## config.mk

```make
export PLATFORM = sky130hd
export DESIGN_NAME = sq_wr_responder
export DESIGN_NICKNAME = d
export VERILOG_FILES = /design/src/rtl/sq_wr_responder.sv
export SDC_FILE = /design/constraint.sdc
export NUM_CORES = 1
export LEC_CHECK = 0
export ABC_AREA = 1
export CORE_AREA = 5 5 276 278
export CTS_BUF_LIST = sky130_fd_sc_hd__clkbuf_4
export CTS_CLUSTER_DIAMETER = 30
export DETAILED_ROUTE_END_ITERATION = 12
export DIE_AREA = 0 0 281 283
export SLEW_MARGIN = 20
export SYNTH_ARGS = -nofsm -noshare
export SYNTH_HDL_FRONTEND = slang
export SYNTH_SLANG_ARGS = --single-unit
```

## constraint.sdc

```tcl
create_clock -name aclk -period 11.5 [get_ports aclk]
set_input_delay 2.3 -clock aclk [delete_from_list [all_inputs] [get_ports aclk]]
set_output_delay 2.3 -clock aclk [all_outputs]
set_load 0.02 [all_outputs]
```

## src/rtl/sq_wr_responder.sv

```systemverilog
// Write-request responder: takes one descriptor, consumes its data stream and
// reports a completion with byte count, tkeep-masked XOR checksum and status.
module sq_wr_responder #(
   parameter int unsigned DATA_BITS = 512,
   parameter int unsigned LEN_BITS  = 28,
   parameter int unsigned TID_BITS  = 6
) (
   input  logic                   aclk,
   input  logic                   areset,
   input  logic                   sq_valid,
   output logic                   sq_ready,
   input  logic [LEN_BITS-1:0]    sq_len,
   input  logic [TID_BITS-1:0]    sq_tid,
   input  logic                   s_axis_tvalid,
   output logic                   s_axis_tready,
   input  logic [DATA_BITS-1:0]   s_axis_tdata,
   input  logic [DATA_BITS/8-1:0] s_axis_tkeep,
   input  logic                   s_axis_tlast,
   output logic                   cq_valid,
   input  logic                   cq_ready,
   output logic [TID_BITS-1:0]    cq_tid,
   output logic [1:0]             cq_status,
   output logic [LEN_BITS-1:0]    cq_bytes,
   output logic [31:0]            cq_csum,
   output logic [31:0]            cmpl_cnt
);

   localparam int unsigned BYTES     = DATA_BITS / 8;
   localparam int unsigned WORDS     = DATA_BITS / 32;
   localparam int unsigned LOW       = $clog2(BYTES);
   localparam int unsigned BEAT_BITS = LEN_BITS - LOW + 1;
   localparam int unsigned PC_BITS   = $clog2(BYTES + 1);

   localparam logic [1:0] ST_OK       = 2'b00;
   localparam logic [1:0] ST_EARLY    = 2'b01;
   localparam logic [1:0] ST_NO_LAST  = 2'b10;
   localparam logic [1:0] ST_KEEP_ERR = 2'b11;

   typedef enum logic [1:0] {IDLE, DATA, DRAIN, CMPL} state_t;

   state_t                 state_q;
   logic                   sq_ready_q, tready_q, cq_valid_q, sat_q;
   logic [TID_BITS-1:0]    cq_tid_q;
   logic [1:0]             cq_status_q;
   logic [LEN_BITS-1:0]    cq_bytes_q, len_q;
   logic [31:0]            cq_csum_q, cmpl_cnt_q;
   logic [BEAT_BITS-1:0]   beat_q, exp_q;

   logic [PC_BITS-1:0]     pop_d;
   logic [31:0]            csum_d;
   logic [LEN_BITS:0]      sum_d;
   logic [LEN_BITS-1:0]    bytes_d;
   logic                   sat_d;
   logic [BEAT_BITS-1:0]   beat_d, exp_d;
   logic                   beat_hs, last_beat;

   always_comb begin
      pop_d = '0;
      for (int unsigned i = 0; i < BYTES; i++)
         pop_d = pop_d + PC_BITS'(s_axis_tkeep[i]);
      csum_d = cq_csum_q;
      for (int unsigned w = 0; w < WORDS; w++)
         for (int unsigned b = 0; b < 4; b++)
            if (s_axis_tkeep[4*w+b])
               csum_d[8*b +: 8] = csum_d[8*b +: 8] ^ s_axis_tdata[32*w+8*b +: 8];
      // Byte count saturates; the sticky flag keeps a saturated count from passing as OK.
      sum_d     = {1'b0, cq_bytes_q} + (LEN_BITS+1)'(pop_d);
      sat_d     = sat_q | sum_d[LEN_BITS];
      bytes_d   = sum_d[LEN_BITS] ? '1 : sum_d[LEN_BITS-1:0];
      beat_d    = beat_q + BEAT_BITS'(1);
      exp_d     = BEAT_BITS'(sq_len[LEN_BITS-1:LOW]) + BEAT_BITS'(|sq_len[LOW-1:0]);
      beat_hs   = s_axis_tvalid & tready_q;
      last_beat = (beat_d == exp_q);
   end

   always_ff @(posedge aclk) begin
      if (areset) begin
         state_q     <= IDLE;
         sq_ready_q  <= 1'b0;
         tready_q    <= 1'b0;
         cq_valid_q  <= 1'b0;
         sat_q       <= 1'b0;
         cq_tid_q    <= '0;
         cq_status_q <= ST_OK;
         cq_bytes_q  <= '0;
         cq_csum_q   <= '0;
         cmpl_cnt_q  <= '0;
         len_q       <= '0;
         beat_q      <= '0;
         exp_q       <= '0;
      end else begin
         case (state_q)
            IDLE: begin
               sq_ready_q <= 1'b1;
               if (sq_valid && sq_ready_q) begin
                  sq_ready_q  <= 1'b0;
                  cq_tid_q    <= sq_tid;
                  len_q       <= sq_len;
                  exp_q       <= exp_d;
                  beat_q      <= '0;
                  cq_bytes_q  <= '0;
                  cq_csum_q   <= '0;
                  sat_q       <= 1'b0;
                  cq_status_q <= ST_OK;
                  if (sq_len == '0) begin
                     state_q    <= CMPL;
                     cq_valid_q <= 1'b1;
                  end else begin
                     state_q  <= DATA;
                     tready_q <= 1'b1;
                  end
               end
            end
            DATA: begin
               if (beat_hs) begin
                  beat_q     <= beat_d;
                  cq_bytes_q <= bytes_d;
                  cq_csum_q  <= csum_d;
                  sat_q      <= sat_d;
                  if (s_axis_tlast) begin
                     state_q    <= CMPL;
                     tready_q   <= 1'b0;
                     cq_valid_q <= 1'b1;
                     if (!last_beat)
                        cq_status_q <= ST_EARLY;
                     else if (bytes_d == len_q && !sat_d)
                        cq_status_q <= ST_OK;
                     else
                        cq_status_q <= ST_KEEP_ERR;
                  end else if (last_beat) begin
                     state_q     <= DRAIN;
                     cq_status_q <= ST_NO_LAST;
                  end
               end
            end
            DRAIN: begin
               if (beat_hs && s_axis_tlast) begin
                  state_q    <= CMPL;
                  tready_q   <= 1'b0;
                  cq_valid_q <= 1'b1;
               end
            end
            CMPL: begin
               if (cq_valid_q && cq_ready) begin
                  state_q    <= IDLE;
                  cq_valid_q <= 1'b0;
                  sq_ready_q <= 1'b1;
                  cmpl_cnt_q <= cmpl_cnt_q + 32'd1;
               end
            end
            default: state_q <= IDLE;
         endcase
      end
   end

   assign sq_ready      = sq_ready_q;
   assign s_axis_tready = tready_q;
   assign cq_valid      = cq_valid_q;
   assign cq_tid        = cq_tid_q;
   assign cq_status     = cq_status_q;
   assign cq_bytes      = cq_bytes_q;
   assign cq_csum       = cq_csum_q;
   assign cmpl_cnt      = cmpl_cnt_q;

endmodule

```

After elaboration in Yosys (flattened, before gate mapping)
Index checks and enable logic that the tools add are counted.
{"block": "op_classes", "n_eq_ne": 13, "addsub": 67, "n_reduce_logical": 19, "n_lt_le_gt_ge": 0, "shifts": 0, "bitwise_logic": 66, "div": 0, "multipliers": 0, "mux": 107}
{"operator": "$mux W8", "count": 64}
{"operator": "$xor A8 B8 Y8", "count": 64}
{"operator": "$add A7 B1 Y7", "count": 57}
{"operator": "$mux W28", "count": 3}
{"operator": "$mux W32", "count": 2}
{"operator": "$pmux W32 S2", "count": 1}
{"operator": "$pmux W28 S2", "count": 1}
{"operator": "$mux W23", "count": 2}
{"operator": "$pmux W23 S2", "count": 1}
{"operator": "$add A32 B1 Y32 const B", "count": 1}
{"operator": "$add A28 B7 Y29", "count": 1}
{"operator": "$eq A28 B28 Y1", "count": 1}
{"operator": "$logic_not A28 Y1", "count": 1}
{"operator": "$mux W2", "count": 12}
{"operator": "$add A22 B1 Y23", "count": 1}
{"operator": "$add A23 B1 Y23 const B", "count": 1}
{"operator": "$eq A23 B23 Y1", "count": 1}
{"operator": "$mux W1", "count": 15}
{"operator": "$ne A2 B2 Y1 const B", "count": 7}
{"operator": "$reduce_and A6 Y1", "count": 2}
{"operator": "$pmux W2 S4", "count": 1}
{"operator": "$add A6 B1 Y7", "count": 1}
{"operator": "$add A5 B1 Y6", "count": 1}
{"operator": "$reduce_and A2 Y1", "count": 3}
{"operator": "other kinds (22)", "count": 28}
{"block": "word_totals", "mem_bits_rw": 0, "wordCells": 285, "mem_bits_ro": 0, "output_inout_bits": 103, "memories": 0, "latch_bits": 0, "register_bits": 180, "input_bits": 616}

Logic depth before layout (Yosys ltp)
{"block": "depth", "word_depth": 72, "mapped_depth": 36, "ltp_nobuf": 35}

Worst setup path before layout
No wires, ideal clock.
{"block": "synth_path", "path_kind": "input to register", "start": "in s_axis_tkeep[47]", "end": "reg cq_status_q[1] (netlist: cq_status[1])", "n_path_buf": 3, "path_stages": 35, "path_slack_ns": 2.578, "arrival_ns": 8.790, "t_required_ns": 11.368, "setup_ns": 0.132, "cell_sequence": "clkbuf_1 > inv_1 > fa_1 > inv_1 > fa_1 > inv_1 > fa_1 > inv_1 > fa_1 > fa_1 > fa_1 > inv_1 > fa_1 > fa_1 > fa_1 > inv_1 > fa_1 > nand3_1 > nand3_1 > nand3_1 > nand3_2 > nand2_1 > buf_4 > buf_6 > nand3_1 > nand2_1 > nand2_1 > a21oi_1 > nand2_1 > nor2_1 > nand3_1 > nand2_1 > nand2_1 > nand2_1 > a21oi_1"}
{"block": "synth_between", "elab_chain_len": 26, "word_cells_on_any_way": 28, "classes_between": "18 x add/sub; 1 x eq/ne; 6 x mux; 1 x bitwise; 2 x reduce/logical"}
{"item": "start: declaration", "line": "17", "source": "input logic [DATA_BITS/8-1:0] s_axis_tkeep,"}
{"item": "$add A7 B1 Y7 * (17 in a row)", "line": "60", "source": "pop_d = pop_d + PC_BITS'(s_axis_tkeep[i]);"}
{"item": "$add A28 B7 Y29 *", "line": "67", "source": "sum_d = {1'b0, cq_bytes_q} + (LEN_BITS+1)'(pop_d);"}
{"item": "$mux W28 / $or A1 B1 Y1 (equally long branches)", "line": "69, 68"}
{"item": "$eq A28 B28 Y1 / $logic_not A1 Y1 (equally long branches)", "line": "126", "source": "else if (bytes_d == len_q && !sat_d)"}
{"item": "$logic_and A1 B1 Y1 *", "line": "126"}
{"item": "$mux W2 *", "line": "126"}
{"item": "$mux W2 *", "line": "124", "source": "if (!last_beat)"}
{"item": "$mux W2 *", "line": "120", "source": "if (s_axis_tlast) begin"}
{"item": "$mux W2 *", "line": "115", "source": "if (beat_hs) begin"}
{"item": "$pmux W2 S2 *", "line": "92", "source": "case (state_q)"}
{"item": "end signal: assignment", "line": "125", "source": "cq_status_q <= ST_EARLY;"}
{"item": "end signal: assignment", "line": "127", "source": "cq_status_q <= ST_OK;"}
{"item": "end signal: assignment", "line": "129", "source": "cq_status_q <= ST_KEEP_ERR;"}
{"item": "end: declaration", "line": "44", "source": "logic [1:0] cq_status_q;"}
Mark *: on every way between the ends. The rest lies on a longest branch, timed or not. The select of a mux whose other input is x is not followed.
A chain may end at the register's enable or synchronous reset.

Final worst setup path
{"block": "layout_path", "start": "in s_axis_tkeep[49]", "end": "reg cq_status_q[1] (netlist: cq_status[1])"}
{"block": "layout_between", "elab_chain_len": 24, "word_cells_on_any_way": 26, "classes_between": "16 x add/sub; 1 x eq/ne; 6 x mux; 1 x bitwise; 2 x reduce/logical"}
{"item": "$add A7 B1 Y7 * (15 in a row)", "line": "60"}
{"item": "$add A28 B7 Y29 *", "line": "67"}
{"item": "$mux W28 / $or A1 B1 Y1 (equally long branches)", "line": "69, 68"}
{"item": "$eq A28 B28 Y1 / $logic_not A1 Y1 (equally long branches)", "line": "126"}
{"item": "$logic_and A1 B1 Y1 *", "line": "126"}
{"item": "$mux W2 *", "line": "126"}
{"item": "$mux W2 *", "line": "124"}
{"item": "$mux W2 *", "line": "120"}
{"item": "$mux W2 *", "line": "115"}
{"item": "$pmux W2 S2 *", "line": "92"}
Marked as above.

==> results by group <==
Logic synthesis
  – Post-synthesis cell type count: 48
  – Synth top area share: 0.205
  – Synthesized area per cell: ~6.5 um^2
  – Synth Instances: around 2900
  – Share of flip-flops with an asynchronous set or reset: 0
  – Predominant post-synthesis flop cell: dfxtp_1
  – Sequential area share after synthesis: 0.194
  – Mapped Area: between 15000 and 20000 um^2
  – Post-Syn Nets: 3583
  – Number of synthesized flops with an enable pin: 0
  – Main area contributors after synthesis: nand2_1, dfxtp_1, xnor2_1
  – Flops & latches, synth: 180
  – Syn. warnings: 0
  – Synth area leader: nand2_1

Global routing
  – Largest net degree at the start of global routing: 79
  – Gr ovfl total: 0
  – GR Util All Layers: 0.234
  – Initial antenna violation count: 32
  – First-pass GRT wire length: 137000 um
  – Vias in the first global route: around 20000

Detailed routing
  – Drt drc: 0
  – Metal-1 WL: between 40000 and 50000 um
  – Initial DRT Pass Iterations: 5
  – Vias/cell: about 4.5
  – Via count: between 20000 and 25000
  – Initial drt markers: ~1400
  – WL/cell: between 20 and 25 um
  – Met3 wire length: about 7400 um
  – DR top layer: met5
  – Final wirelength: ~98000 um
  – Metal2 WL: between 40000 and 50000 um
  – ANT nets after route: 0

Critical path
  – Crit. Startpoint: s_axis_tkeep[49]
  – Crit path arrival time: just over 10 ns
  – Critical path startpoint category: input pin
  – Critical Path Fanout Max: 47
  – Reg2reg start: cq_bytes[0]$_SDFFE_PP0P_
  – Max stage delay on crit path: around 0.86 ns
  – Reg2reg setup slack: ~4.5 ns
  – Crit path to: cq_status[1]$_SDFFE_PP0P_
  – Setup crit end kind: register
  – Reg2reg end: cq_status[1]$_SDFFE_PP0P_
  – Slowest cell on crit path: clkdlybuf4s50_1
  – Crit Path Class: in2reg
  – Critical Path Most Common Cell: fa_1
  – Required @ worst endpoint: 12.14 ns
  – R2R depth: 28

Final layout
  – Multi-input gate area: approximately 14000 um^2
  – Area Growth Syn to Fin: 45.8%
  – Final nets: 4227
  – Reg area: between 3000 and 4000 um^2
  – Layout cells sized above 1: 0.0323
  – Final-layout fill cell count: 7942

Timing
  – Fmax: slightly above 100 MHz
  – Hold Vio Cnt, Final: 0
  – Final setup fails: 0
  – Tmin final: approximately 9.7 ns
  – Final Max Tran Viols: 0
  – Slew headroom: 0.341
  – Worst hold slack: 0.496 ns
  – Final Skew: 0.0302 ns
  – Worst-margin pin slew: 0.982 ns
  – Total negative slack: 0 ns
  – RSZ-0062 raised after global routing: false
  – Final period util: 0.840

Clock network
  – # resized after CTS: 0
  – Clk pin slew, worst setup/hold paths: between 0.15 and 0.2 ns
  – Post-CTS setup buffer count: 0
  – Sink Count: 180
  – H-tree depth: 4
  – CTS Hold Bufs: 0
  – CTS Buf Count: 17
  – Skew-Pair Late Insertion Delay: between 0.7 and 0.8 ns
  – CTS root buffer: clkbuf_4
  – Clock Path Buffers: 2
  – CTS tree: built

Placed design
  – I/O Buffers: ~700
  – Final HPWL DP: roughly 83000 um
  – GP Congestion: 0.973

Floorplan
  – Chip height: 283 um
  – Row count: 100
  – Chip Width: 281 um
  – IO Pins: roughly 720
  – Die Footprint: just under 80000 um^2
  – Core area: ~74000 um^2
  – Initial Utilization: 0.252

Run
  – Max_cap viols: 0

Power and ir drop
  – Logic pwr share: 0.796
  – Seq pwr share: 0.129
  – Switching pwr: about 3.3 mW
  – Net Sw Frac: 0.551
  – Clock power frac: 0.075
  – Power density cells: roughly 220 nW/um^2
  – VDD IR max: 0.873 mV
  – Leak: roughly 11 nW
  – Int Pwr: 2.66 mW

Hold path
  – Hold Crit Depth: 2
  – HP Class: reg2reg

Outcome
  – Status: completed
-- through the flow --
step / area [um^2] / instances / worst slack (ns) / util / power [mW]
after floorplan: 18600 / 2876 / 2.58 / - / 4.09
after global routing: 27000 / 4511 / 1.46 / 0.367 / 6.59
final: 27100 / 4519 / 1.84 / 0.367 / 5.93
after detailed placement: 26700 / 4470 / 1.08 / 0.362 / 5.50
after global placement: 26700 / 4470 / 1.21 / 0.362 / 5.48
after CTS: 27000 / 4502 / 1.94 / 0.367 / 5.99
-- cell usage in the layout (no fill, tap or decap), drive strengths merged, types with 33 or more instances in the layout --
cell,netlist,layout
xnor2,376,376
fa,56,56
o21ai,53,53
clkdlybuf4s50,0,717
nand4,48,48
xor2,142,142
dfxtp,180,180
nor2,203,203
nor3,33,33
nand3,125,125
nand2,1020,1020
inv,255,263
ha,35,35
a21oi,144,144
-- metal layers --
layer / global-route usage / vias up
met2: 0.393 / 716
met1: 0.298 / 9450
met5: 0 / -
li1: - / 10200
met4: 0.0646 / 12
met3: 0.0594 / 124
-- power by group through the flow --
| stage | clock network (mW) | registers [mW] | logic, mW |
|---|---|---|---|
| final | 0.443 | 0.767 | 4.72 |
| after global routing | 0.485 | 0.777 | 5.33 |
| after CTS | 0.463 | 0.767 | 4.76 |
| after detailed placement | 0 | 0.779 | 4.72 |
| after global placement | 0 | 0.779 | 4.70 |
| after floorplan | 0 | 0.804 | 3.29 |
-- cell type report --
type | count | area share
Clock inverter | 15 | 0.00753
Inverter | 257 | 0.0356
Sequential cell | 180 | 0.133
Multi-Input combinational cell | 2320 | 0.500
Antenna cell | 17 | 0.00157
Clock buffer | 17 | 0.00471
Tap cell | 969 | 0.0448
Timing Repair Buffer | 744 | 0.273
-- state kept, by name, summed over array words and instances (netlist names) --
signal	cells
state_q	2
beat_q	23
exp_q	23
len_q	28
cq_csum	32
cq_tid	6
cq_status	2
sq_ready	1
cmpl_cnt	32
s_axis_tready	1
cq_valid	1
sat_q	1
cq_bytes	28
-- Yosys cell counts, types with 7 or more instances --
master	count
a21oi_1	143
nand2_1	1014
nor4_1	17
o21ai_0	52
inv_1	250
nand4_1	48
nor2_2	11
buf_1	20
nor3_2	8
dfxtp_1	180
xor2_1	142
ha_1	35
a211oi_1	14
nand3_1	118
or2_2	7
fa_1	56
clkbuf_1	90
nand3_2	7
nor2_1	190
nand3b_1	7
xnor2_1	376
a31oi_1	7
nor3_1	25
-- cell families after synthesis --
| family | count (synthesis) | share of synthesized area |
|---|---|---|
| AO/OA/AOI/OAI | 241 | 0.0720 |
| adder cells (fa/ha/maj) | 91 | 0.0840 |
| buffers and inverters | 376 | 0.0778 |
| XOR/XNOR | 518 | 0.244 |
| AND/OR/NAND/NOR | 1470 | 0.328 |
| flip-flops | 180 | 0.194 |
-- worst min path at each step --
stage                         startpoint                         to  slack [ns]
6_report              sat_q$_SDFFE_PP0P_         sat_q$_SDFFE_PP0P_        0.50
5_1_grt            len_q[6]$_SDFFE_PP0P_      len_q[6]$_SDFFE_PP0P_        0.51
4_1_cts        cq_status[1]$_SDFFE_PP0P_  cq_status[1]$_SDFFE_PP0P_        0.49
3_5_place_dp   cq_status[1]$_SDFFE_PP0P_  cq_status[1]$_SDFFE_PP0P_        0.47
3_3_place_gp   cq_status[1]$_SDFFE_PP0P_  cq_status[1]$_SDFFE_PP0P_        0.47
2_1_floorplan      exp_q[1]$_SDFFE_PP0P_      exp_q[1]$_SDFFE_PP0P_        0.44
-- critical path: cells and delay by family --
family                     cells  cell delay, ns
buffers and inverters          8            1.71
adders and majority gates     10            4.53
AOI/OAI and AO/OA              1            0.05
and+or+nand+nor               15            1.65
Note: power is estimated with default switching activity, not from simulation.
